--- src/rtl/aes_io_pkg.sv ---
// Shared types and sizing for the AES byte-stream input and output blocks.
// INPUT_KEY_EN widens a block to key+plaintext (32 bytes) and the byte counter to match.
package aes_io_pkg;

    typedef enum logic [1:0] {
        WAIT_DATA = 2'd0,
        ACK       = 2'd1,
        FULL      = 2'd2
    } io_state_e;

    localparam int BLOCK_BYTES = 16;
    localparam int KEY_BYTES   = 16;

`ifdef INPUT_KEY_EN
    localparam int TOTAL_BYTES = KEY_BYTES + BLOCK_BYTES;
`else
    localparam int TOTAL_BYTES = BLOCK_BYTES;
`endif

    // Wide enough to hold TOTAL_BYTES itself, so a full block never wraps to 0.
    localparam int CNT_W = $clog2(TOTAL_BYTES + 1);

endpackage

--- src/rtl/input_interface_if.sv ---
// Byte-source and block-sink signal bundle of input_interface; slave is the DUT side.
// INPUT_KEY_EN adds the 128-bit key output alongside plaintext.
interface input_interface_if;
    import aes_io_pkg::*;

    logic [7:0]       data_in;
    logic             data_ok;
    logic             input_read;
    logic [127:0]     plaintext;
    logic             block_valid;
    logic             block_ack;
    logic [CNT_W-1:0] byte_count;
`ifdef INPUT_KEY_EN
    logic [127:0]     key;
`endif

    modport slave (
        input  data_in, data_ok, block_ack,
        output input_read, plaintext, block_valid, byte_count
`ifdef INPUT_KEY_EN
        , output key
`endif
    );

    modport master (
        output data_in, data_ok, block_ack,
        input  input_read, plaintext, block_valid, byte_count
`ifdef INPUT_KEY_EN
        , input key
`endif
    );

endinterface

--- src/rtl/input_shift_reg.sv ---
// Byte-slot block register: each slot loads wr_dat on the cycle after its write enable.
// No backpressure of its own; slots hold until rewritten or reset.
module input_shift_reg #(
    parameter int NUM_BYTES = 16
) (
    input  logic                   clk,
    input  logic                   rst_,
    input  logic [NUM_BYTES-1:0]   slot_we_i,
    input  logic [7:0]             wr_dat_i,
    output logic [NUM_BYTES*8-1:0] slots_o
);

    logic [NUM_BYTES*8-1:0] slots_q;

    always_ff @(posedge clk or negedge rst_) begin
        if (!rst_) begin
            slots_q <= '0;
        end else begin
            for (int i = 0; i < NUM_BYTES; i++) begin
                if (slot_we_i[i]) slots_q[i*8 +: 8] <= wr_dat_i;
            end
        end
    end

    assign slots_o = slots_q;

endmodule

--- src/rtl/input_interface.sv ---
// Assembles bytes from a 4-phase data_ok/input_read source into a block; ack one cycle after capture.
// Holds the block with block_valid until block_ack; source stalls in the meantime. INPUT_KEY_EN: 32-byte key+plaintext block.
module input_interface
    import aes_io_pkg::*;
#(
    parameter bit MSB_FIRST = 1'b1
) (
    input  logic               clk,
    input  logic               rst_,
    input_interface_if.slave   bus
);

    io_state_e                   state_q, state_d;
    logic [CNT_W-1:0]            cnt_q, cnt_d;
    logic                        input_read_q;
    logic                        block_valid_q;
    logic                        capture;
    logic [CNT_W-1:0]            slot_idx;
    logic [TOTAL_BYTES-1:0]      slot_we;
    logic [TOTAL_BYTES*8-1:0]    slots;

    always_comb begin
        state_d = state_q;
        cnt_d   = cnt_q;
        capture = 1'b0;
        case (state_q)
            WAIT_DATA: begin
                if (bus.data_ok) begin
                    capture = 1'b1;
                    cnt_d   = cnt_q + CNT_W'(1);
                    state_d = ACK;
                end
            end
            ACK: begin
                if (!bus.data_ok) begin
                    state_d = (cnt_q == CNT_W'(TOTAL_BYTES)) ? FULL : WAIT_DATA;
                end
            end
            FULL: begin
                // data_ok is deliberately ignored here; a coincident byte waits for WAIT_DATA.
                if (bus.block_ack) begin
                    cnt_d   = '0;
                    state_d = WAIT_DATA;
                end
            end
            default: state_d = WAIT_DATA;
        endcase
    end

    // Slot layout: byte i sits at slot i (LSB-first) or mirrored from the top (MSB-first).
    assign slot_idx = MSB_FIRST ? (CNT_W'(TOTAL_BYTES - 1) - cnt_q) : cnt_q;

    always_comb begin
        slot_we = '0;
        for (int i = 0; i < TOTAL_BYTES; i++) begin
            slot_we[i] = capture && (slot_idx == CNT_W'(i));
        end
    end

    always_ff @(posedge clk or negedge rst_) begin
        if (!rst_) begin
            state_q       <= WAIT_DATA;
            cnt_q         <= '0;
            input_read_q  <= 1'b0;
            block_valid_q <= 1'b0;
        end else begin
            state_q       <= state_d;
            cnt_q         <= cnt_d;
            input_read_q  <= (state_d == ACK);
            block_valid_q <= (state_d == FULL);
        end
    end

    input_shift_reg #(
        .NUM_BYTES (TOTAL_BYTES)
    ) u_shift_reg (
        .clk       (clk),
        .rst_      (rst_),
        .slot_we_i (slot_we),
        .wr_dat_i  (bus.data_in),
        .slots_o   (slots)
    );

    assign bus.input_read  = input_read_q;
    assign bus.block_valid = block_valid_q;
    assign bus.byte_count  = cnt_q;

`ifdef INPUT_KEY_EN
    // Key occupies bytes 0-15, so it is the upper half when MSB-first and the lower half otherwise.
    assign {bus.key, bus.plaintext} = MSB_FIRST ? slots : {slots[127:0], slots[255:128]};
`else
    assign bus.plaintext = slots;
`endif

endmodule

--- src/flat_wrapper.sv ---
// flat-port wrapper written by rule: the top's interface ports become plain ports
module input_interface_flat import aes_io_pkg::*;
#(
    parameter bit MSB_FIRST = 1'b1
)
  (clk, rst_, bus_data_in, bus_data_ok, bus_block_ack, bus_input_read, bus_plaintext, bus_block_valid, bus_byte_count);
  input_interface_if bus_i ();
  input  logic clk;
  input  logic rst_;
  input wire logic [$bits(bus_i.data_in)-1:0] bus_data_in;
  input wire logic [$bits(bus_i.data_ok)-1:0] bus_data_ok;
  input wire logic [$bits(bus_i.block_ack)-1:0] bus_block_ack;
  output wire logic [$bits(bus_i.input_read)-1:0] bus_input_read;
  output wire logic [$bits(bus_i.plaintext)-1:0] bus_plaintext;
  output wire logic [$bits(bus_i.block_valid)-1:0] bus_block_valid;
  output wire logic [$bits(bus_i.byte_count)-1:0] bus_byte_count;
  assign bus_i.data_in = bus_data_in;
  assign bus_i.data_ok = bus_data_ok;
  assign bus_i.block_ack = bus_block_ack;
  assign bus_input_read = bus_i.input_read;
  assign bus_plaintext = bus_i.plaintext;
  assign bus_block_valid = bus_i.block_valid;
  assign bus_byte_count = bus_i.byte_count;
  input_interface #(.MSB_FIRST(MSB_FIRST)) u_core (.clk(clk), .rst_(rst_), .bus(bus_i));
endmodule
--- config.mk ---
export PLATFORM = sky130hd
export DESIGN_NAME = input_interface_flat
export DESIGN_NICKNAME = d
export VERILOG_FILES = /design/src/rtl/aes_io_pkg.sv /design/src/rtl/input_interface_if.sv /design/src/rtl/input_shift_reg.sv /design/src/rtl/input_interface.sv /design/src/flat_wrapper.sv
export SDC_FILE = /design/constraint.sdc
export NUM_CORES = 1
export LEC_CHECK = 0
export ABC_AREA = 0
export ABC_CLOCK_PERIOD_IN_PS = 2400
export CAP_MARGIN = 0
export CORE_MARGIN = 2
export CORE_UTILIZATION = 25
export CTS_CLUSTER_DIAMETER = 80
export CTS_CLUSTER_SIZE = 24
export DETAILED_ROUTE_END_ITERATION = 8
export REMOVE_ABC_BUFFERS = 1
export SYNTH_ARGS = -nofsm -noshare
export SYNTH_HDL_FRONTEND = slang
export SYNTH_HIERARCHICAL = 1
export SYNTH_SLANG_ARGS = --single-unit
--- constraint.sdc ---
create_clock -name clk -period 2.4 [get_ports clk]
set_input_delay 0.36 -clock clk [delete_from_list [all_inputs] [get_ports clk]]
set_output_delay 0.36 -clock clk [all_outputs]
set_load 0.005 [all_outputs]
Yosys cells after proc, flatten, opt, wreduce, memory -nomap -nowiden
Cells that the tools add are included.
- word-level logic and storage cells: 74
- bits of input ports: 12
- register bits: 137
- multiplexer cells: 10
- $add $sub $neg: 2
- equal/unequal tests: 22
- reduce and logical (&&, ||, !) cells: 20
- operators with widths (operator ; count):
    equality test 5 x 4 -> 1 bit, second input constant ; 8
    equality test 5 x 3 -> 1 bit, second input constant ; 4
    logical AND 1 bit ; 16
    equality test 5 x 2 -> 1 bit, second input constant ; 2
    two-way mux 5 bit ; 2
    case mux 5 bit (2 select lines) ; 1
    two-way mux 2 bit ; 4
    case mux 2 bit (3 select lines) ; 1
    adder 5 x 1 -> 5 bit, second input constant ; 1
    equality test 5 x 1 -> 1 bit, second input constant ; 1
    equality test 5 bit, second input constant ; 1
    zero test 5 bit ; 1
    subtractor 4 x 5 -> 5 bit, first input constant ; 1
    equality test 2 x 1 -> 1 bit, second input constant ; 2
    equality test 2 bit, second input constant ; 2
    inequality test 2 bit, second input constant ; 2
    AND reduction 3 bit ; 1
    zero test 2 bit ; 1
    two-way mux 1 bit ; 2
    nonzero test 2 bit ; 1

Logic depth before layout (Yosys ltp)
Gate-level depths: netlist of run 1.
- depth after elaboration: 5
- gate-level depth with buffers: 6

Cells and area by module
The synthesis of run 1 kept the hierarchy.
- by module, submodules not included (module ; cells an instance ; area each (um^2) ; times used ; sequential area each (um^2)):
    input_shift_reg ; 280 ; 4956.0 ; 1 ; 3203.1
    input_interface ; 71 ; 640.6 ; 1 ; 225.2

Least setup slack after synthesis of run 1
OpenSTA, ideal clock, no wires.
- path kind: register to register
- from: register u_core.cnt_q[0], in the netlist u_core/bus.byte_count[0]
- to: register u_core.u_shift_reg.slots_q[7], in the netlist u_core/u_shift_reg/slots_o[7]
- slack: 0.695 ns
- setup time: 0.125 ns
- stages on the path, launching flop included: 7
- data arrival time: 1.580 ns
- data required time: 2.275 ns
- path buffers: 1
- cell sequence: dfrtp_1 ha_1 and3_1 ha_1 and3_1 buf_6 mux2_4
- longest elaborated chain between the ends: 3
- ends and longest elaborated chain (element ; RTL line ; source):
    start: declaration ; input_interface.sv:14 ; logic [CNT_W-1:0] cnt_q, cnt_d;
    start signal: assignment ; input_interface.sv:68 ; cnt_q <= cnt_d;
    subtractor 4 x 5 -> 5 bit ; input_interface.sv:51 ; assign slot_idx = MSB_FIRST ? (CNT_W'(TOTAL_BYTES - 1) - cnt_q) : cnt_q;
    zero test 5 bit ; input_interface.sv:56 ; slot_we[i] = capture && (slot_idx == CNT_W'(i));
    logical AND 1 bit ; input_interface.sv:56 ;
    via u_core.slot_we[0] ; input_interface.sv:19 ; logic [TOTAL_BYTES-1:0] slot_we;
    end signal: indexed assignment ; input_shift_reg.sv:20 ; if (slot_we_i[i]) slots_q[i*8 +: 8] <= wr_dat_i;
    end: declaration ; input_shift_reg.sv:13 ; logic [NUM_BYTES*8-1:0] slots_q;
The timed path passes the listed nets, and every way through them passes these cells.
A chain may end at the register's enable or synchronous reset.

Worst setup path after layout of run 1
- from: register u_core.cnt_q[1], in the netlist u_core/bus.byte_count[1]
- to: register u_core.u_shift_reg.slots_q[6], in the netlist u_core/u_shift_reg/slots_o[6]
Same word-level chain as after synthesis.

==> results by stage, run 1 <==
Finish:
- In the layout the commonest cells are 145 x sky130_fd_sc_hd__clkdlybuf4s50_1, 137 x sky130_fd_sc_hd__dfrtp_1, 117 x sky130_fd_sc_hd__mux2_2.
- The library cell used most frequently in the layout, excluding fill and tap cells, is sky130_fd_sc_hd__clkdlybuf4s50_1.
- The final layout contains between 500 and 600 nets.
- The post-layout utilization of the core is 36.2%.
- The post-route netlist has roughly 36% of its cells at a drive strength greater than 1.
- The antenna cell count is 0.
- Relative to the synthesized area, the layout overhead comes to 41.7%.

Clock network:
- The setup fix buffers added after clock tree synthesis is 0.
- The library cell used as clock root buffer is sky130_fd_sc_hd__clkbuf_16.
- In this run, CTS created clock tree buffers numbering 17.
- TritonCTS built the clock tree.
- Clock-pin slew was measured on the worst setup and hold paths at 60 ps.
- No sink is reached through more buffers than the 2 on the longest clock path.
- The clock net sink count is 137.
- For the worst-skew pair, the clock arrives at the later sink with an insertion delay of 410 ps.
- The depth of the CTS H-tree is 4.

Route:
- The pre-antenna-repair detailed-routing pass consisted of 4 iterations.
- The count of unresolved DRC violations after routing is 0.
- In this run, the number of DRC markers left after iteration 0 of detailed routing was 120.
- After detailed routing, the average wire length per cell comes to roughly 19 um.
- The routed via count is ~3500.
- The detail route stage leaves a number of antenna-violating nets equal to 0.
- The final layout contains routed wiring with a total length of between 15 and 20 mm.
- The detailed-route vias per instance is 4.33.

Worst setup path:
- Data on the critical path is required at its endpoint by approximately 2700 ps.
- The kind of capture point of the worst setup path is a flip-flop.
- The critical path's top delay family is simple AND/OR/NAND/NOR gates.
- The launching point of the worst reg2reg path is u_core/bus.byte_count[1]$_DFFE_PN0P_.
- In this run the worst path has a maximum fanout of 8.
- The type of the setup path with the least slack is reg2reg.
- The biggest cell delay along the critical path is between 400 and 500 ps.
- Traced cell by cell, the critical path runs through ha_1 > and3_1 > ha_1 > and3_1 > mux2_2.
- The number of buffer and inverter stages on the critical path is 0.
- Data on the critical path arrives at its endpoint at roughly 2300 ps.
- The critical path startpoint is u_core/bus.byte_count[1]$_DFFE_PN0P_.
- The worst setup path is launched from a flip-flop.
- The slowest stage of the critical path is the sky130_fd_sc_hd__dfrtp_1 cell.

Worst hold path:
- The path type of the worst min-delay path is in2async.

Timing:
- The final critical-path share of the clock period is between 80% and 90%.
- The total count of max-transition violations in the final report is 0.
- The transition time at the pin with the least slew margin is around 930 ps.
- The worst slew margin relative to its limit is ~37%.
- The final period demand of the worst path is between 1500 and 2000 ps.
- On the final layout, the worst clock skew is 10.4 ps.
- The total count of hold-check failures in the final report is 0.
- In the final timing run, aggregate negative setup slack is 0 ps.
- Static timing analysis puts the maximum clock frequency at 509 MHz.
- The final setup violation count is 0.
- Setup repair after global routing left no endpoint under its margin.

Synth:
- The number of distinct library cells after synthesis is 27.
- Synthesis handed over a netlist of between 300 and 400 instances.
- The number of enable-type register cells in the synthesized netlist is 0.
- The mapped cell area is between 5000 and 6000 sq um.
- A synthesized cell averages between 15 and 20 sq um.
- Summing the sequential cell areas from Yosys gives just over 60% of the chip area.
- The total number of yosys warnings is 6.
- The main flop type after synthesis is sky130_fd_sc_hd__dfrtp_1.
- The share of flip-flops with an asynchronous set or reset is 100%.
- Counting flops and latches in the post-synthesis netlist gives approximately 140.

GRT:
- The total global-route track usage is 13.4%.
- Entering global routing, the biggest net connects 70 pins.
- The first global-routing pass estimated 23.9 mm of wire.
- The total overflow left after global routing is 0.
- The number of antenna violations at the first check in global routing is 0.
- The via count of the first global-routing pass came to around 3900.

Status:
- The run finished with clean final reports.

Power:
- Cell internal power was estimated by the tool at 0.00672 W.
- The sequential power share is between 30% and 40%.
- Net switching is a little over a quarter of the power.
- The analysis attributes to net switching a power of around 0.0024 W.
- The peak supply drop is around 0.62 mV.
- In this run the power density over the cells is around 1100 nW/um^2.
- The share of total power dissipated in the clock network is between 20% and 30%.
- The leakage power figure is about 3.6 nW.
- The combinational share of power is a little under a third.

Floorplanning:
- The floorplan step set the die width to between 150 and 200 um.
- In this run the count of I/O pins placed on the die edge is about 150.
- The die is roughly 150 um tall.
- The die covers ~24000 sq um.
- The initial core utilization is approximately a quarter.
- After floorplanning, the core was sized to cover between 20000 and 25000 sq um.
- In this run the core area contains 54 standard-cell rows.

Run:
- The count of max-cap constraint violations is 0.

Place:
- After legalization and detailed placement, the total HPWL measured 10.3 mm.
- The number of I/O port buffers is 146.
- Routability-driven placement finished with a final weighted congestion of between 0.7 and 0.8.
==> power groups by stage <==
stage               clock, W  sequential [W]  combinational [W]
global route         0.00284         0.00368            0.00310
CTS                  0.00274         0.00359            0.00294
detailed placement         0         0.00361            0.00292
finish               0.00265         0.00357            0.00288
floorplan                  0         0.00360           0.000887
global placement           0         0.00358            0.00287
==> routing by layer <==
metal / global-route usage, % / share of wire, %
met3: 4.71 / 6.1
met5: 0 / 0
met1: 17.0 / 45
met2: 21.9 / 48
met4: 3.49 / 1.1
==> cell usage after synthesis (all sizes together), types with 3 or more instances <==
cell     instances  area (sq um)
nor2            11          41.3
nor3             4          30.0
mux2           128          1480
nand2            5          21.3
ha               5          62.6
buf             28           297
o2bb2ai          4          35.0
inv              5          18.8
and2b            3          23.8
nand4            3          18.8
dfrtp          137          3430
==> layout make-up <==
cell class	count	area, sq um
clock inverters	12	150
inverters	5	18.8
multi-input cells	181	1850
flip-flops and latches	137	3430
repair buffers	174	1690
well taps	280	350
clock buffers	19	443
fillers	2097	14000
==> per-stage QoR <==
step | area, sq um | power (W) | hold slack (ps) | cells | worst slack, ps
finish | 7930 | 0.00910 | 407 | 808 | 436
CTS | 7930 | 0.00926 | 391 | 808 | 409
global route | 7930 | 0.00962 | 407 | 808 | 274
detailed placement | 7330 | 0.00653 | 268 | 776 | 131
floorplan | 5300 | 0.00449 | 64.4 | 323 | 390
global placement | 7330 | 0.00645 | 264 | 776 | 174
==> what timing repair did <==
action / 4_1_cts / 5_1_grt
hold buffers: 1 / 0
gates resized for setup: 0 / 0
hold endpoints to repair: 33 / 0
==> logic make-up (layout without fill, tap and decap cells) <==
logic type	Yosys count	in the layout	share of synthesized area, %
AND/OR/NAND/NOR	36	36	3.87
adder cells (fa/ha/maj)	5	5	1.12
flip-flops	137	137	61.3
AO/OA/AOI/OAI	12	12	1.63
buffers and inverters	33	210	5.63
multiplexers	128	128	26.5
==> flip-flops by register name, indices dropped and copies added, names as in the netlist <==
register	count
u_core/u_shift_reg/slots_o	128
u_core/bus.byte_count	5
u_core/state_q	2
u_core/bus.block_valid	1
u_core/bus.input_read	1
==> worst paths after layout <==
path | to | slack (ps) | depth (start not counted)
worst max-delay path | u_core/u_shift_reg/slots_o[6]$_DFFE_PN0P_ | 440 | 5
worst min-delay path | u_core/u_shift_reg/slots_o[36]$_DFFE_PN0P_ | 410 | 2
worst max register to register | u_core/u_shift_reg/slots_o[6]$_DFFE_PN0P_ | 440 | 5
worst min register to register | u_core/u_shift_reg/slots_o[0]$_DFFE_PN0P_ | 500 | 1
max in group asynchronous | u_core/u_shift_reg/slots_o[87]$_DFFE_PN0P_ | 1220 | 3
min in group clk | u_core/u_shift_reg/slots_o[0]$_DFFE_PN0P_ | 500 | 1
Power figures use the tool's default switching activity.
==> run 2: changes to the inputs <==
--- a/config.mk
+++ b/config.mk
@@ -6,7 +6,7 @@
 export NUM_CORES = 1
 export LEC_CHECK = 0
 export ABC_AREA = 0
-export ABC_CLOCK_PERIOD_IN_PS = 2400
+export ABC_CLOCK_PERIOD_IN_PS = 1700
 export CAP_MARGIN = 0
 export CORE_MARGIN = 2
 export CORE_UTILIZATION = 25
==> constraint.sdc (replaced) <==
create_clock -name clk -period 1.7 [get_ports clk]
set_input_delay 0.255 -clock clk [delete_from_list [all_inputs] [get_ports clk]]
set_output_delay 0.255 -clock clk [all_outputs]
set_load 0.005 [all_outputs]
==> run 2 against run 1 <==
  * The run now ends with negative setup slack left
  * Count of clock-buffer cells in the layout is 2 higher
  * Worst setup slack worse by 540 ps
  * Die area stayed put
  * Cell count is 3.2% higher
  * Utilization is 2.0 points higher
  * Non-clock buffer count is 25 higher
  * Register-to-register slack worse by 540 ps
  * Largest cell class unchanged
  * Highest routed layer unchanged
  * Maximum frequency is 9.1% higher
==> results by stage, run 2 (synthesis gave the netlist of run 1 again) <==
Status:
- Status: complete, but fails checks (was complete, no violations).
- The final reports fail on negative setup slack.

GRT:
- The global-route wire length before repair is 24.4 mm (was 23.9 mm).
- The total global-route track usage is 13.7% (was 13.4%).
- The global-route congestion overflow total is 0 (unchanged).
- The pin count of the biggest net entering global routing is 51 (was 70).
- The number of antenna violations at the first check in global routing was 0 (unchanged).
- The via count of the first global-routing pass is 3941 (was 3858).

Worst setup path:
- The kind of capture point of the worst setup path is a flip-flop (unchanged).
- The data arrival time of the critical path is 2090 ps (was 2270 ps).
- The type of origin of the critical path is a flip-flop (unchanged).
- The type of the setup path with the least slack is reg2reg (unchanged).
- The largest driver fanout on the critical path is 8 (unchanged).
- The endpoint required time on the critical path is 1990 ps (was 2700 ps).

Route:
- The detailed-router iteration count before antenna repair is 4 (unchanged).
- The initial detailed-routing violation count is 90 (was 120).
- The wire length per cell after detailed routing is 18.7 um (was 19.1 um).
- The total wirelength of the detailed-routed design was 15.6 mm (was 15.4 mm).
- The count of unresolved DRC violations after routing is 0 (unchanged).
- The detailed-route vias per instance is 4.31 (was 4.33).
- The number of nets with antenna violations after routing came to 0 (unchanged).
- The routed via count is 3593 (was 3499).

Clock network:
- The register clock-pin slew on the reported worst setup and hold paths is 60 ps (about the same).
- The library cell used as clock root buffer is sky130_fd_sc_hd__clkbuf_16 (unchanged).
- The maximum buffer depth of the clock tree is 2 (unchanged).
- The worst-skew pair later-pin latency is 420 ps (was 410 ps).
- The TritonCTS clock tree is yes (unchanged).
- The TritonCTS buffer count was 17 (unchanged).
- The depth of the CTS H-tree is 4 (unchanged).
- The clock net sink count is 137 (unchanged).

Timing:
- The setup slack after layout was -100 ps (was 436 ps).
- The final setup violation count is 99 (was 0).
- The total count of max-transition violations in the final report is 0 (unchanged).
- The worst clock skew on the final layout came to 9.86 ps (was 10.4 ps).
- The maximum frequency from static timing analysis is 556 MHz (was 509 MHz).
- The post-route setup TNS is -4940 ps (was 0 ps).
- Setup repair after global routing missed its margin: yes (was no).
- The transition time at the pin with the least slew margin is 309 ps (was 935 ps).
- The total count of hold-check failures in the final report is 0 (unchanged).
- The worst slew margin relative to its limit is 79.4% (was 37.5%).
- The final critical-path share of the clock period is 106% (was 81.8%).
- The final period demand of the worst path is 1800 ps (was 1960 ps).

Power:
- The leakage power figure is 3.79 nW (was 3.58 nW).
- The peak supply drop came to 0.641 mV (was 0.618 mV).
- The power density of the placed cells came to 1600 nW/um^2 (was 1150 nW/um^2).

Floorplanning:
- The initial core utilization was 25.6% (unchanged).
- The horizontal die dimension is 154 um (unchanged).
- The total die area is 23600 sq um (unchanged).
- The chip height came to 154 um (unchanged).
- The number of standard-cell rows in the floorplan is 54 (unchanged).
- The count of pins on the block boundary is 147 (unchanged).
- The placeable core region is 21900 sq um (unchanged).

Place:
- The number of I/O port buffers is 146 (unchanged).
- The placed standard-cell area came to 7500 sq um (was 7330 sq um).
- The final weighted congestion in routability-driven placement was 0.803 (was 0.795).
- The placed wire-length estimate after detailed placement is 10.5 mm (was 10.3 mm).

Run:
- The count of max-cap constraint violations is 0 (unchanged).

Finish:
- The count of nets after finishing was 558 (was 533).
- The commonest non-fill, non-tap cell in the layout is sky130_fd_sc_hd__clkdlybuf4s50_1 (unchanged).
- The antenna cell count is 0 (unchanged).
- The fraction of final layout cells with drive strength greater than 1 came to 41.9% (was 36.4%).
- The area growth from synthesis to layout came to 49.6% (was 41.7%).
- The post-route cell area is 8370 sq um (was 7930 sq um).
- The flip-flop count of the largest register, all copies and words added was 128 (unchanged).
- The post-layout utilization of the core was 38.2% (was 36.2%).
- Leading cell types in the layout, fill and taps excluded: 140 x sky130_fd_sc_hd__clkdlybuf4s50_1, 135 x sky130_fd_sc_hd__dfrtp_1, 89 x sky130_fd_sc_hd__mux2_2 (was 145 x sky130_fd_sc_hd__clkdlybuf4s50_1, 137 x sky130_fd_sc_hd__dfrtp_1, 117 x sky130_fd_sc_hd__mux2_2).

Worst hold path:
- The path type of the worst min-delay path was in2async (unchanged).
-- run 2: routing by layer --
layer / global-route usage, % / part of all wire (%) / up-vias
met2: 21.7 / 48 / 104
li1: - / - / 1606
met1: 17.8 / 45 / 1868
met4: 3.98 / 1.2 / 0
met3: 4.74 / 6.2 / 15
met5: 0 / 0 / -
-- run 2: where the power goes --
group | switching, W | leakage (nW) | internal (W)
combinational | 0.00137 | 1.68 | 0.00313
clock | 0.00139 | 0.295 | 0.00242
sequential | 0.000700 | 1.81 | 0.00436
total | 0.00346 | 3.79 | 0.00990
-- run 2: area by class of cell --
type | instances | area, sq um
well taps | 280 | 350
fillers | 2091 | 13500
clock inverters | 11 | 145
inverters | 5 | 18.8
flip-flops and latches | 137 | 3430
repair buffers | 199 | 1950
clock buffers | 21 | 470
multi-input cells | 181 | 2000
-- run 2: worst max-delay path: stages, from the launching register on --
cell	delay [ps]
sky130_fd_sc_hd__dfrtp_1	410
sky130_fd_sc_hd__nor4b_4	330
sky130_fd_sc_hd__buf_4	170
sky130_fd_sc_hd__nand2_1	100
sky130_fd_sc_hd__nor3_2	150
sky130_fd_sc_hd__buf_6	180
sky130_fd_sc_hd__mux2_2	350
-- run 2: metrics by stage --
step	cells	hold WS, ps	setup slack, ps	power, W
6_report	834	291	-100	0.0134
5_1_grt	834	303	-190	0.0141
4_1_cts	833	283	-99.4	0.0136
3_5_place_dp	795	153	-505	0.00941
3_3_place_gp	795	149	-474	0.00928
2_1_floorplan	323	-40.6	-310	0.00633
-- run 2: path summary, 6_finish.rpt --
kind / to / cells after the start / start / slack (ps)
worst min register to register: u_core/u_shift_reg/slots_o[0]$_DFFE_PN0P_ / 1 / u_core/u_shift_reg/slots_o[0]$_DFFE_PN0P_ / 500
min in group clk: u_core/u_shift_reg/slots_o[0]$_DFFE_PN0P_ / 1 / u_core/u_shift_reg/slots_o[0]$_DFFE_PN0P_ / 500
worst max-delay path: u_core/u_shift_reg/slots_o[103]$_DFFE_PN0P_ / 6 / u_core/state_q[0]$_DFF_PN0_ / -100
worst min-delay path: u_core/u_shift_reg/slots_o[34]$_DFFE_PN0P_ / 2 / rst_ / 290
worst max register to register: u_core/u_shift_reg/slots_o[103]$_DFFE_PN0P_ / 6 / u_core/state_q[0]$_DFF_PN0_ / -100
max in group asynchronous: u_core/u_shift_reg/slots_o[48]$_DFFE_PN0P_ / 3 / rst_ / 830
-- run 2: repair_timing --
item	CTS	global route
setup buffers	5	1
endpoints found under the hold margin	27	0
resized for setup	53	10
endpoints found under the setup margin	130	130
hold buffers	1	0
pin swaps	8	2
==> run 3: changes to the inputs <==
--- a/config.mk
+++ b/config.mk
@@ -8,11 +8,14 @@
 export ABC_AREA = 0
 export ABC_CLOCK_PERIOD_IN_PS = 1700
 export CAP_MARGIN = 0
+export CELL_PAD_IN_SITES_DETAIL_PLACEMENT = 1
+export CELL_PAD_IN_SITES_GLOBAL_PLACEMENT = 1
 export CORE_MARGIN = 2
 export CORE_UTILIZATION = 25
 export CTS_CLUSTER_DIAMETER = 80
 export CTS_CLUSTER_SIZE = 24
 export DETAILED_ROUTE_END_ITERATION = 8
+export PLACE_DENSITY_LB_ADDON = 0.1
 export REMOVE_ABC_BUFFERS = 1
 export SYNTH_ARGS = -nofsm -noshare
 export SYNTH_HDL_FRONTEND = slang
==> run 3 against run 2 <==
  * The run still ends with negative setup slack left
  * Clock power is 2% higher
  * Largest cell class unchanged
  * Non-clock buffer count grew 3
  * Maximum frequency down 1.4%
  * Global-route usage increased by 0.46 points
  * Die area is the same
  * Sequential power barely moved
  * Worst setup slack worse by 25 ps
==> results by stage, run 3 (synthesis gave the netlist of run 1 again) <==
Status:
- Status: complete, but fails checks (unchanged).
- Failing checks: negative setup slack (unchanged).

Worst setup path:
- The biggest cell delay along the critical path is 410 ps (about the same).
- The cell with the most instances on the worst path is sky130_fd_sc_hd__buf_4.
- The type of origin of the critical path is a flip-flop (unchanged).
- The endpoint of the worst-slack reg-to-reg timing path is u_core/u_shift_reg/slots_o[96]$_DFFE_PN0P_ (was u_core/u_shift_reg/slots_o[103]$_DFFE_PN0P_).
- The number of cells on the critical path is 7 (was 6).
- The data arrival time of the critical path is 2120 ps (was 2090 ps).
- The largest driver fanout on the critical path is 8 (unchanged).
- The capturing instance or port of the critical path is u_core/u_shift_reg/slots_o[96]$_DFFE_PN0P_ (was u_core/u_shift_reg/slots_o[103]$_DFFE_PN0P_).
- The highest-delay cell along the critical path is sky130_fd_sc_hd__dfrtp_1 (unchanged).
- The critical path startpoint is u_core/bus.byte_count[4]$_DFFE_PN0P_ (was u_core/state_q[0]$_DFF_PN0_).
- The cell depth of the worst flop-to-flop path is 7 (was 6).
- The type of the setup path with the least slack is reg2reg (unchanged).
- The endpoint required time on the critical path is 1990 ps (about the same).
- The number of buffer and inverter stages on the critical path is 3 (was 2).
- The critical path's top delay family was simple AND/OR/NAND/NOR gates (unchanged).
- Worst-path cell chain: nor4b_4 > buf_4 > buf_4 > nand2_8 > nor3_4 > buf_6 > mux2_4 (was nor4b_4 > buf_4 > nand2_1 > nor3_2 > buf_6 > mux2_2).
- The kind of capture point of the worst setup path is a flip-flop (unchanged).
- The slack of the worst reg-to-reg path is -130 ps (was -100 ps).
- The launching point of the worst reg2reg path is u_core/bus.byte_count[4]$_DFFE_PN0P_ (was u_core/state_q[0]$_DFF_PN0_).

Finish:
- The commonest non-fill, non-tap cell in the layout is sky130_fd_sc_hd__clkdlybuf4s50_1 (unchanged).
- The count of nets after finishing is 561 (was 558).
- The number of filler instances in the final layout came to 2234 (was 2091).
- Leading cell types in the layout, fill and taps excluded: 141 x sky130_fd_sc_hd__clkdlybuf4s50_1, 135 x sky130_fd_sc_hd__dfrtp_1, 91 x sky130_fd_sc_hd__mux2_4 (was 140 x sky130_fd_sc_hd__clkdlybuf4s50_1, 135 x sky130_fd_sc_hd__dfrtp_1, 89 x sky130_fd_sc_hd__mux2_2).
- The area growth from synthesis to layout is 55.6% (was 49.6%).
- The flip-flop count of the largest register, all copies and words added is 128 (unchanged).
- The fraction of final layout cells with drive strength greater than 1 is 43.9% (was 41.9%).

Route:
- The wire length per cell after detailed routing is 19.6 um (was 18.7 um).
- The number of nets with antenna violations after routing is 0 (unchanged).
- The count of unresolved DRC violations after routing is 0 (unchanged).
- The initial detailed-routing violation count is 69 (was 90).
- The routed via count was 3634 (was 3593).
- The detailed-route vias per instance is 4.34 (was 4.31).
- The total wirelength of the detailed-routed design was 16.4 mm (was 15.6 mm).
- The detailed-router iteration count before antenna repair was 4 (unchanged).

Timing:
- The setup slack after layout came to -125 ps (was -100 ps).
- The total count of hold-check failures in the final report was 0 (unchanged).
- The post-route setup TNS is -6600 ps (was -4940 ps).
- The final period demand of the worst path is 1830 ps (was 1800 ps).
- Setup repair after global routing missed its margin: yes (unchanged).
- The final critical-path share of the clock period is 107% (was 106%).
- The total count of max-transition violations in the final report is 0 (unchanged).
- The worst-case hold slack is 342 ps (was 291 ps).
- The maximum frequency from static timing analysis is 548 MHz (was 556 MHz).
- The worst clock skew on the final layout is 9.55 ps (was 9.86 ps).
- The final setup violation count is 103 (was 99).
- The transition time at the pin with the least slew margin is 435 ps (was 309 ps).
- The worst slew margin relative to its limit is 71.0% (was 79.4%).

Floorplanning:
- The initial core utilization was 25.6% (unchanged).
- The number of standard-cell rows in the floorplan is 54 (unchanged).
- The horizontal die dimension is 154 um (unchanged).
- The count of pins on the block boundary was 147 (unchanged).
- The total die area is 23600 sq um (unchanged).
- The placeable core region is 21900 sq um (unchanged).
- The chip height is 154 um (unchanged).

Clock network:
- The TritonCTS clock tree is yes (unchanged).
- The clock net sink count is 137 (unchanged).
- The register clock-pin slew on the reported worst setup and hold paths came to 60 ps (about the same).
- The depth of the CTS H-tree is 4 (unchanged).
- The TritonCTS buffer count is 17 (unchanged).
- The library cell used as clock root buffer was sky130_fd_sc_hd__clkbuf_16 (unchanged).
- The worst-skew pair later-pin latency is 410 ps (was 420 ps).
- The maximum buffer depth of the clock tree is 2 (unchanged).

GRT:
- The pin count of the biggest net entering global routing is 43 (was 51).
- The via count of the first global-routing pass was 4111 (was 3941).
- The global-route congestion overflow total is 0 (unchanged).
- The number of antenna violations at the first check in global routing is 0 (unchanged).
- The total global-route track usage is 14.2% (was 13.7%).
- The global-route wire length before repair is 25.3 mm (was 24.4 mm).

Power:
- The peak supply drop was 0.747 mV (was 0.641 mV).
- The power density of the placed cells is 1590 nW/um^2 (was 1600 nW/um^2).
- The leakage power figure was 3.93 nW (was 3.79 nW).

Place:
- The pre-CTS setup slack is -640 ps (was -505 ps).
- The final weighted congestion in routability-driven placement is 0.777 (was 0.803).
- The number of I/O port buffers is 146 (unchanged).
- The placed wire-length estimate after detailed placement is 10.6 mm (was 10.5 mm).

Run:
- The count of max-cap constraint violations is 0 (unchanged).

Worst hold path:
- The path type of the worst min-delay path is in2async (unchanged).
## run 3: changes by cell type in the layout (fill, tap and decap cells not counted), sizes merged
cell and change:
buf +3, clkinv -4, clkdlybuf4s50 +1, clkbuf +4, clkinvlp -1, dlygate4sd2 -1
diode +1
## run 3: power breakdown
group	internal [W]	switching, W	leakage, nW	total (W)
combinational	0.00340	0.00152	1.81	0.00492
sequential	0.00436	0.000674	1.81	0.00503
clock	0.00253	0.00135	0.302	0.00389
total	0.0103	0.00355	3.93	0.0138
## run 3: worst min-delay path by stage
stage / from / end / slack [ps]
6_report: rst_ / u_core/u_shift_reg/slots_o[101]$_DFFE_PN0P_ / 340
5_1_grt: rst_ / u_core/u_shift_reg/slots_o[101]$_DFFE_PN0P_ / 350
4_1_cts: rst_ / u_core/u_shift_reg/slots_o[108]$_DFFE_PN0P_ / 340
3_5_place_dp: rst_ / u_core/u_shift_reg/slots_o[102]$_DFFE_PN0P_ / 220
3_3_place_gp: rst_ / u_core/u_shift_reg/slots_o[101]$_DFFE_PN0P_ / 220
2_1_floorplan: rst_ / u_core/bus.block_valid$_DFF_PN0_ / -40
## run 3: area by class of cell
| cell class | instances | area, sq um | area share, % |
|---|---|---|---|
| Inverter | 5 | 18.8 | 0.216 |
| Multi-Input combinational cell | 181 | 2270 | 26.1 |
| Tap cell | 280 | 350 | 4.02 |
| Timing Repair Buffer | 202 | 2010 | 23.1 |
| Clock inverter | 6 | 110 | 1.26 |
| Sequential cell | 137 | 3430 | 39.4 |
| Antenna cell | 1 | 2.50 | 0.0287 |
| Clock buffer | 25 | 515 | 5.92 |
## run 3: timing repair
item | CTS | global route
hold endpoints to repair | 37 | 0
endpoints found under the setup margin | 123 | 130
resized for setup | 82 | 62
buffers inserted | 7 | 6
cloned | 0 | 0
hold buffers | 1 | 0
pin swaps | 8 | 8
## run 3: metrics by stage
| stage | util (%) | cells | instance area [sq um] | power, W |
|---|---|---|---|---|
| after floorplan | - | 323 | 5300 | 0.00633 |
| after global routing | 39.8 | 836 | 8700 | 0.0146 |
| after detailed placement | 34.1 | 792 | 7470 | 0.00938 |
| final | 39.8 | 837 | 8710 | 0.0138 |
| after CTS | 38.6 | 831 | 8450 | 0.0137 |
| after global placement | 34.1 | 792 | 7470 | 0.00929 |
## run 3: routing by layer
metal,up-vias,global-route usage (%),share of wire [%]
met2,109,22.0,46
met5,-,0,0
met4,0,4.11,1.1
met3,10,5.33,6.7
li1,1613,-,-
met1,1902,18.5,46
==> variant (config.mk and constraints of run 1) <==
Re-encode `io_state_e` (3 states) as one-hot, 3 bits wide.
--- a/src/rtl/aes_io_pkg.sv
+++ b/src/rtl/aes_io_pkg.sv
@@ -3,8 +3,8 @@
 package aes_io_pkg;
 
-    typedef enum logic [1:0] {
-        WAIT_DATA = 2'd0,
-        ACK       = 2'd1,
-        FULL      = 2'd2
+    typedef enum logic [2:0] {
+        WAIT_DATA = 3'b001,
+        ACK       = 3'b010,
+        FULL      = 3'b100
     } io_state_e;
 
Function: same outputs for any inputs over 10 cycles, from zero or initial values and one cycle with rst_ low; not proved beyond that.
==> variant against run 1 <==
Wire length rose by 0.90%; worst setup slack got worse by 0.055 ns; area after synthesis rose by 0.58%; clock power rose by 6%; utilization rose by 0.28 points; fmax fell by 2.7%; design area rose by 1.1%; total power rose by 13%; count of clock-buffer cells in the layout fell by 1; clock skew fell by 0.0014 ns; via count rose by 1.6%; first-iteration DRC count fell by 20%; sequential cell count rose by 1; non-clock buffer count rose by 1.
==> variant: results (changes against run 1) <==
Worst Skew=0.008996 ns (-0.001432 ns); Pre-antenna DRT Iters=4 (unchanged); Synth cell types=28 (+3.7%); RD Place Congestion=0.7271 (-8.6%); fin cells=815 (+0.87%); grt met2 use=22.27% (+0.41 points); Synth Flop Type=dfrtp_1; mux share of post-synthesis cell area=26.52% (about the same); initial antenna violation count=1 (+1); Area contributors post-synth=dfrtp_1, mux2_2, buf_6, mux2_4, nor2_1; Max-Slew Margin vs Limit=70.85% (+33 points); CTS H-tree lvls=4 (unchanged); GRT Util Overall=13.74% (+0.35 points); Placed Instance Area=7373 um^2 (+0.61%); fin nets=539 (+1.1%); Synth Area in Adders=1.111% (-0.0065 points); critical path's slowest cell=dfstp_2; vias per cell=4.363 (+0.76%); CP max FO=9 (+1); sequential share of the synthesized area=61.37% (+0.11 points); Highest Signal Layer=met4; layout cells sized above 1=35.89% (-0.48 points); drt wl/cell=19.07 um (about the same); post-place setup slack=0.06196 ns (-0.06882 ns); Reg clk slew, reported paths=0.06 ns (about the same); Buffers on Ports=146 (unchanged); DRT iter0 DRCs=96 (-20%); Leakage=3.555 nW (-0.58%); met2 wire length=7431 um (+0.70%); hpwl dp=10440 um (+1.0%); syn_area_per_cell=15.86 um^2 (-0.55%); met1 wire length=7012 um (+1.4%); async set or reset register ratio after synthesis=100.0% (unchanged); Syn. warnings=6 (unchanged); routing usage on met3=4.594% (-0.11 points); max incr delay on CP=0.63 ns (+0.18 ns); GRT met1 Usage=17.65% (+0.69 points); FF-to-FF Start=u_core/state_q[0]; first-pass GRT wire length=24340 um (+1.8%); Synth Area in Compound Gates=0.8446% (-0.79 points); met3 wire length=954 um (+2.0%); status=completed; commonest cells in the synthesized netlist=dfrtp_1, mux2_2, buf_6; peak supply drop=0.0004717 V (-24%); xor and xnor area share after synthesis=0.1556% (+0.16 points); vias in the first global route=3790 (-1.8%); Placed Instances=782 (+0.77%); Filler Cells Inserted=2084 (-0.62%); Hold WC Path Type=in2async; largest net degree at the start of global routing=74 (+5.7%); worst path arrival time=2.31 ns (+0.04 ns)
-- variant: cell families (layout without fill, tap and decap cells) --
family,Yosys count,count (layout)
buf+inv,30,210
mux,129,129
flops,138,138
simple gates,45,45
fa+ha+maj,5,5
xor+xnor,1,1
compound gates,7,7
-- variant: through the flow --
| stage | total power, mW | utilization, % |
|---|---|---|
| CTS | 10.45 | 36.51 |
| global placement | 7.458 | 33.58 |
| detailed placement | 7.565 | 33.58 |
| floorplan | 5.073 | - |
| global route | 10.89 | 36.51 |
| finish | 10.27 | 36.51 |
-- variant: layout make-up --
type / count / share of cell area, %
clock inverters: 14 / 2.419
multi-input cells: 187 / 23.35
inverters: 3 / 0.1405
flip-flops and latches: 138 / 43.09
clock buffers: 18 / 5.478
well taps: 280 / 4.370
repair buffers: 175 / 21.15
-- variant: report_power, final --
part / internal, mW / leakage, nW / total (mW) / switching [mW]
Combinational: 2.44 / 1.44 / 3.55 / 1.10
Clock: 1.77 / 0.307 / 2.80 / 1.03
Sequential: 3.28 / 1.80 / 3.92 / 0.642
Total: 7.49 / 3.55 / 10.3 / 2.78
-- variant: path summary, 6_finish.rpt --
path                                                    to  slack [ns]  cells past startpoint
hold reg to reg            u_core/u_shift_reg/slots_o[119]        0.51                      1
max in group asynchronous   u_core/u_shift_reg/slots_o[94]        1.22                      3
hold / removal               u_core/u_shift_reg/slots_o[3]        0.43                      2
setup / recovery            u_core/u_shift_reg/slots_o[77]        0.38                      5
min in group clk           u_core/u_shift_reg/slots_o[119]        0.51                      1
setup reg to reg            u_core/u_shift_reg/slots_o[77]        0.38                      5
-- variant: what timing repair did --
action                    CTS  global route
hold endpoints to repair   33             0
buffers inserted            0             0
hold buffers                1             0
resized for setup           0             0
